[config.mk]
export PLATFORM = sky130hd
export DESIGN_NAME = seg_scan_driver
export DESIGN_NICKNAME = d
export VERILOG_FILES = /design/src/rtl/seg_pkg.sv /design/src/rtl/seg_scan_driver_hex7seg.sv /design/src/rtl/seg_scan_driver.sv
export SDC_FILE = /design/constraint.sdc
export NUM_CORES = 1
export LEC_CHECK = 0
export ABC_CLOCK_PERIOD_IN_PS = 4400
export CORE_ASPECT_RATIO = 1.4
export CORE_UTILIZATION = 63
export DETAILED_ROUTE_END_ITERATION = 10
export DONT_BUFFER_PORTS = 1
export HOLD_SLACK_MARGIN = 0.12
export PLACE_DENSITY = 0.79
export SLEW_MARGIN = 10
export SYNTH_ARGS = -nofsm -noshare
export SYNTH_HDL_FRONTEND = slang
export SYNTH_SLANG_ARGS = --single-unit
[constraint.sdc]
create_clock -name clk2 -period 4.4 [get_ports clk2]
set_input_delay 0.22 -clock clk2 [delete_from_list [all_inputs] [get_ports clk2]]
set_output_delay 0.22 -clock clk2 [all_outputs]
set_load 0.05 [all_outputs]
[src/rtl/seg_pkg.sv]
// Shared constants for the 4-digit seven-segment scan driver.
// Holds the active-low hex glyph table, the all-off pattern and the
// digit-slot to anode one-hot table.
package seg_pkg;

  localparam int unsigned NIBBLE_W = 4;
  localparam int unsigned SEG_W    = 7;
  localparam int unsigned AN_W     = 4;
  localparam int unsigned IDX_W    = 2;

  // Segment order {g,f,e,d,c,b,a}; a 0 lights the segment.
  localparam logic [SEG_W-1:0] HEX_SEG_LOW [16] = '{
    7'h40, 7'h79, 7'h24, 7'h30,   // 0 1 2 3
    7'h19, 7'h12, 7'h02, 7'h78,   // 4 5 6 7
    7'h00, 7'h10, 7'h08, 7'h03,   // 8 9 A b
    7'h46, 7'h21, 7'h06, 7'h0E    // C d E F
  };

  localparam logic [SEG_W-1:0] SEG_OFF_LOW = 7'h7F;

  // Slot 0 is the leftmost digit (an[3]); anodes are active-low.
  localparam logic [AN_W-1:0] AN_ONEHOT [4] = '{
    4'b0111, 4'b1011, 4'b1101, 4'b1110
  };

  localparam logic [AN_W-1:0] AN_NONE = 4'b1111;

endpackage

[src/rtl/seg_scan_driver_hex7seg.sv]
// Combinational hex-to-seven-segment decoder, active-low output.
// Ports: hex (4-bit nibble in), seg_c (7-bit {g,f,e,d,c,b,a}, active-low).
module hex7seg
  import seg_pkg::*;
(
  input  logic [NIBBLE_W-1:0] hex,
  output logic [SEG_W-1:0]    seg_c
);

  assign seg_c = HEX_SEG_LOW[hex];

endmodule

[src/rtl/seg_scan_driver.sv]
// Time-multiplexed driver for a 4-digit seven-segment display showing
// two bytes as four hex digits, with frame-coherent snapshot, hold,
// leading-zero blanking and a separator decimal point.
// Ports:
//   clk2        clock
//   reset       asynchronous active-low reset
//   num1, num2  display bytes (num1 on the left two digits)
//   hold        freeze the snapshot at frame wrap
//   blank_lz    blank zero high nibbles
//   dp_en       light the decimal point after digit 1
//   an          registered anode select, one-hot active-low
//   seg, dp     registered segment / decimal-point drive
//   frame_done  registered one-cycle pulse at each frame wrap
module seg_scan_driver
  import seg_pkg::*;
#(
  parameter int unsigned CLK_DIV        = 50000,
  parameter bit          SEG_ACTIVE_LOW = 1'b1
)(
  input  logic             clk2,
  input  logic             reset,
  input  logic [7:0]       num1,
  input  logic [7:0]       num2,
  input  logic             hold,
  input  logic             blank_lz,
  input  logic             dp_en,
  output logic [AN_W-1:0]  an,
  output logic [SEG_W-1:0] seg,
  output logic             dp,
  output logic             frame_done
);

  localparam int unsigned CNT_W  = (CLK_DIV > 1) ? $clog2(CLK_DIV) : 1;
  localparam int unsigned SNAP_W = 16;

  localparam logic [CNT_W-1:0] CNT_LAST    = CNT_W'(CLK_DIV - 1);
  localparam logic [SEG_W-1:0] SEG_OFF_OUT = SEG_ACTIVE_LOW ? SEG_OFF_LOW : ~SEG_OFF_LOW;
  localparam logic             DP_OFF_OUT  = SEG_ACTIVE_LOW;

  logic [CNT_W-1:0]    cnt_q, cnt_d;
  logic [IDX_W-1:0]    idx_q, idx_d;
  logic [SNAP_W-1:0]   snap_q, snap_d;
  logic                tick_c, wrap_c;
  logic [NIBBLE_W-1:0] nibble_c;
  logic [SEG_W-1:0]    hex_c, seg_low_c, seg_out_c;
  logic                dp_on_c, dp_out_c;

  hex7seg u_hex7seg (
    .hex   (nibble_c),
    .seg_c (hex_c)
  );

  // Next-state and next-output computation. Output values are built from the
  // post-edge slot index and snapshot so the new digit appears on the same
  // edge that advances idx (and, at wrap, loads the snapshot).
  always_comb begin
    tick_c    = (cnt_q == CNT_LAST);
    cnt_d     = tick_c ? '0 : cnt_q + CNT_W'(1);
    wrap_c    = tick_c && (idx_q == IDX_W'(3));
    idx_d     = tick_c ? idx_q + IDX_W'(1) : idx_q;
    snap_d    = (wrap_c && !hold) ? {num1, num2} : snap_q;

    nibble_c  = '0;
    case (idx_d)
      2'd0:    nibble_c = snap_d[15:12];
      2'd1:    nibble_c = snap_d[11:8];
      2'd2:    nibble_c = snap_d[7:4];
      default: nibble_c = snap_d[3:0];
    endcase

    // Only the high nibble of each byte (even slots) is blanked.
    seg_low_c = (blank_lz && !idx_d[0] && (nibble_c == '0)) ? SEG_OFF_LOW : hex_c;
    seg_out_c = SEG_ACTIVE_LOW ? seg_low_c : ~seg_low_c;

    dp_on_c   = (idx_d == IDX_W'(1)) && dp_en;
    dp_out_c  = SEG_ACTIVE_LOW ? ~dp_on_c : dp_on_c;
  end

  // State and output registers; display outputs change only on a tick.
  always_ff @(posedge clk2 or negedge reset) begin
    if (!reset) begin
      cnt_q      <= '0;
      idx_q      <= IDX_W'(3);
      snap_q     <= '0;
      an         <= AN_NONE;
      seg        <= SEG_OFF_OUT;
      dp         <= DP_OFF_OUT;
      frame_done <= 1'b0;
    end else begin
      cnt_q      <= cnt_d;
      idx_q      <= idx_d;
      snap_q     <= snap_d;
      frame_done <= wrap_c;
      if (tick_c) begin
        an  <= AN_ONEHOT[idx_d];
        seg <= seg_out_c;
        dp  <= dp_out_c;
      end
    end
  end

endmodule

==> impl_metrics.py <==
metrics = {
    "layout": {
        "area_growth_pct": 14.4,
        "mostFrequentLayoutCell": "dfrtp_1",
        "multi_input_comb_area_sq_mm": 0.00115,
        "fin_area_sq_mm": 0.00278,
        "n_antenna_cell": 0,
        "drive_above_1_share_pct": 25.9,
        "mostFrequentLayoutCells": "dfrtp_1, nor2_1, mux2_2, dlygate4sd3_1, dfstp_2",
        "fillers": 224,
        "fin_util_pct": 75.6,
        "regArea_sq_mm": 0.00119,
        "nNetsFinal": 248,
    },
    "placement": {
        "placed_area_sq_mm": 0.00246,
        "hpwlAfterDp_um": 3120,
        "portBuffers": 0,
        "place_congestion": 0.784,
    },
    "worst_hold_path": {
        "hold_depth": 3,
        "min-delay-start": "blank_lz",
        "hold_end": "seg[6]$_DFFE_PN1N_",
        "min_path_type": "input port to flip-flop",
    },
    "setup_path": {
        "rrSetupSlack_ps": 590,
        "r2r_end": "seg[6]$_DFFE_PN1N_",
        "reg2reg_depth": 12,
        "crit_arrival_ps": 4040,
        "end_kind": "flip-flop",
        "required_ps": 4630,
        "cp_max_fo": 12,
        "worstSetupPathType": "flip-flop to flip-flop",
        "timing.rr.start": "cnt_q[0]$_DFF_PN0_",
        "start_kind": "flip-flop",
    },
    "global_route": {
        "grt_pass1_vias": 1636,
        "grt_overflow": 0,
        "grt_pass1_wl_um": 7280,
        "antenna_found_initial": 0,
        "grt_start_max_net_pins": 48,
        "grtUsageTotal_pct": 25.7,
    },
    "logic_synthesis": {
        "ys_ff_latch": 47,
        "netlist_area_sq_mm": 0.00243,
        "synth_ff_type": "dfrtp_1",
        "syn-num-nets": 226,
        "synthArstFlopShare_pct": 100,
        "synth_area_per_cell_sq_um": 12.3,
        "synth_enable_flop_cells": 0,
        "synth_seq_area_share_pct": 49.1,
        "yosys_warnings": 0,
        "syn_inst": 197,
        "ys_types": 34,
    },
    "routing": {
        "drcViolationCount": 0,
        "ant_nets": 0,
        "drt_iter0_drc": 39,
        "vias_per_cell": 5.93,
        "routedWlPerCell_um": 16.7,
        "dr.pass1.iters": 4,
        "num_vias": 1554,
        "wl_um": 4380,
    },
    "pwr": {
        "p_seq_share_pct": 55.5,
        "ir_worst_vdd_v": 0.000247,
        "cellInternalPower_uw": 617,
        "p_leak_uw": 0.00129,
        "power_density_mw_per_mm2": 280,
        "comb_power_share_pct": 3.1,
        "switching_share_pct": 20.7,
        "power.switching_uw": 161,
        "clockPowerShare_pct": 41.4,
        "total_power_uw": 778,
    },
    "cts": {
        "cts_buffers": 5,
        "clkLatencyLatePin_ps": 310,
        "cts.sink_count": 47,
        "cts_buffer_depth": 2,
        "cts_tree": "done",
        "hold_buffers": 19,
        "cts-htree-levels": 2,
        "cts_setup_buffers": 0,
        "cts.repair.resized": 0,
        "cts.root.buffer_cell": "clkbuf_8",
        "clkTransAtPathRegs_ps": 90,
    },
    "sta": {
        "whs_ps": 335,
        "fin_crit_sh_pct": 86.7,
        "worstMarginPinSlew_ps": 581,
        "drv_slew": 0,
        "fmax_ghz": 0.262,
        "setup_viol": 0,
        "tns_ps": 0,
        "finalHoldViolCount": 0,
        "fin_crit_ps": 3810,
        "rsz0062_at_grt": "no",
        "skew_ps": 9.66,
        "slew_headroom_pct": 60.2,
    },
    "outcome": {
        "status": "finished clean",
    },
    "die": {
        "start_util_pct": 66.1,
        "rows": 26,
        "core_area_sq_mm": 0.00368,
        "pin_count": 34,
        "dieHeight_um": 75.5,
        "dieArea_sq_mm": 0.00411,
        "die_x_um": 54.5,
    },
    "run": {
        "maxCapViolations": 0,
    },
}
[registers in the layout, indices dropped and copies added (netlist names)]
register,count
idx_q,2
dp,1
an,4
seg,7
cnt_q,16
snap_q,16
frame_done,1
[metal layers]
layer	vias to the layer above	part of all wire (%)	track usage (%)
li1	737	-	-
met1	769	37	27.2
met2	36	56	46.5
met3	12	3.7	6.79
met4	0	2.6	11.1
met5	-	0	0
[power groups by stage]
stage               Sequential [uW]  Combinational, uW  Clock, uW
floorplan                       440              0.557          0
global placement                440              0.557          0
detailed placement              440              0.557          0
CTS                             432               24.3        328
global route                    432               27.0        349
finish                          432               24.1        322
[stage by stage]
step	std cells	setup slack (ps)
after CTS	262	584
after global placement	235	744
after floorplan	197	1190
final	262	586
after global routing	262	282
after detailed placement	235	622
[cell type report]
type	count	area share, %
Clock buffer	5	2.48
Clock inverter	3	1.67
Inverter	8	1.08
Multi-Input combinational cell	134	41.4
Sequential cell	47	42.9
Tap cell	42	1.89
Timing Repair Buffer	23	8.55
[synth_stat cells, types with 2 or more instances]
master | n | area (sq um)
dfrtp_1 | 33 | 826
nor2_1 | 22 | 82.6
mux2_2 | 18 | 203
dfstp_2 | 14 | 368
ha_1 | 8 | 100
nand2_1 | 8 | 30.0
nand3_1 | 8 | 40.0
xor2_1 | 8 | 70.1
inv_1 | 7 | 26.3
mux2i_1 | 7 | 70.1
a31oi_1 | 6 | 37.5
mux4_2 | 6 | 135
xnor2_1 | 6 | 52.6
a21oi_1 | 5 | 25.0
and3_1 | 5 | 31.3
a22oi_1 | 4 | 30.0
clkbuf_1 | 4 | 15.0
o21ai_0 | 4 | 20.0
and2_1 | 3 | 18.8
buf_6 | 3 | 33.8
nor2b_1 | 3 | 18.8
mux2i_4 | 2 | 45.0
mux4_1 | 2 | 52.6
[worst max-delay path, cell delays in order, from the launching register on]
cell,delay [ps]
dfrtp_1,370
ha_1,180
and3_1,250
and4_1,570
and3b_1,270
buf_4,220
mux4_2,510
mux2i_1,490
inv_2,110
ha_1,270
mux2_2,270
a22oi_1,150
a21oi_1,90
[cell families (layout without fill, tap and decap cells)]
family | Yosys count | in the layout | synth area share, %
muxes | 35 | 35 | 20.8
adders and majority gates | 8 | 8 | 4.12
DFF | 47 | 47 | 49.1
and+or+nand+nor | 56 | 56 | 12.1
xor gates and xnor gates | 14 | 14 | 5.04
buffers and inverters | 16 | 39 | 3.55
AOI/OAI and AO/OA | 21 | 21 | 5.30
[how the worst max path moves through the flow]
stage / start / to / cells after the start
floorplan: cnt_q[0]$_DFF_PN0_ / seg[6]$_DFFE_PN1N_ / 14
global placement: cnt_q[0]$_DFF_PN0_ / seg[6]$_DFFE_PN1N_ / 11
detailed placement: cnt_q[0]$_DFF_PN0_ / seg[6]$_DFFE_PN1N_ / 12
CTS: cnt_q[0]$_DFF_PN0_ / seg[0]$_DFFE_PN1N_ / 10
global route: cnt_q[0]$_DFF_PN0_ / seg[6]$_DFFE_PN1N_ / 12
finish: cnt_q[0]$_DFF_PN0_ / seg[6]$_DFFE_PN1N_ / 12
Power figures use the tool's default switching activity.
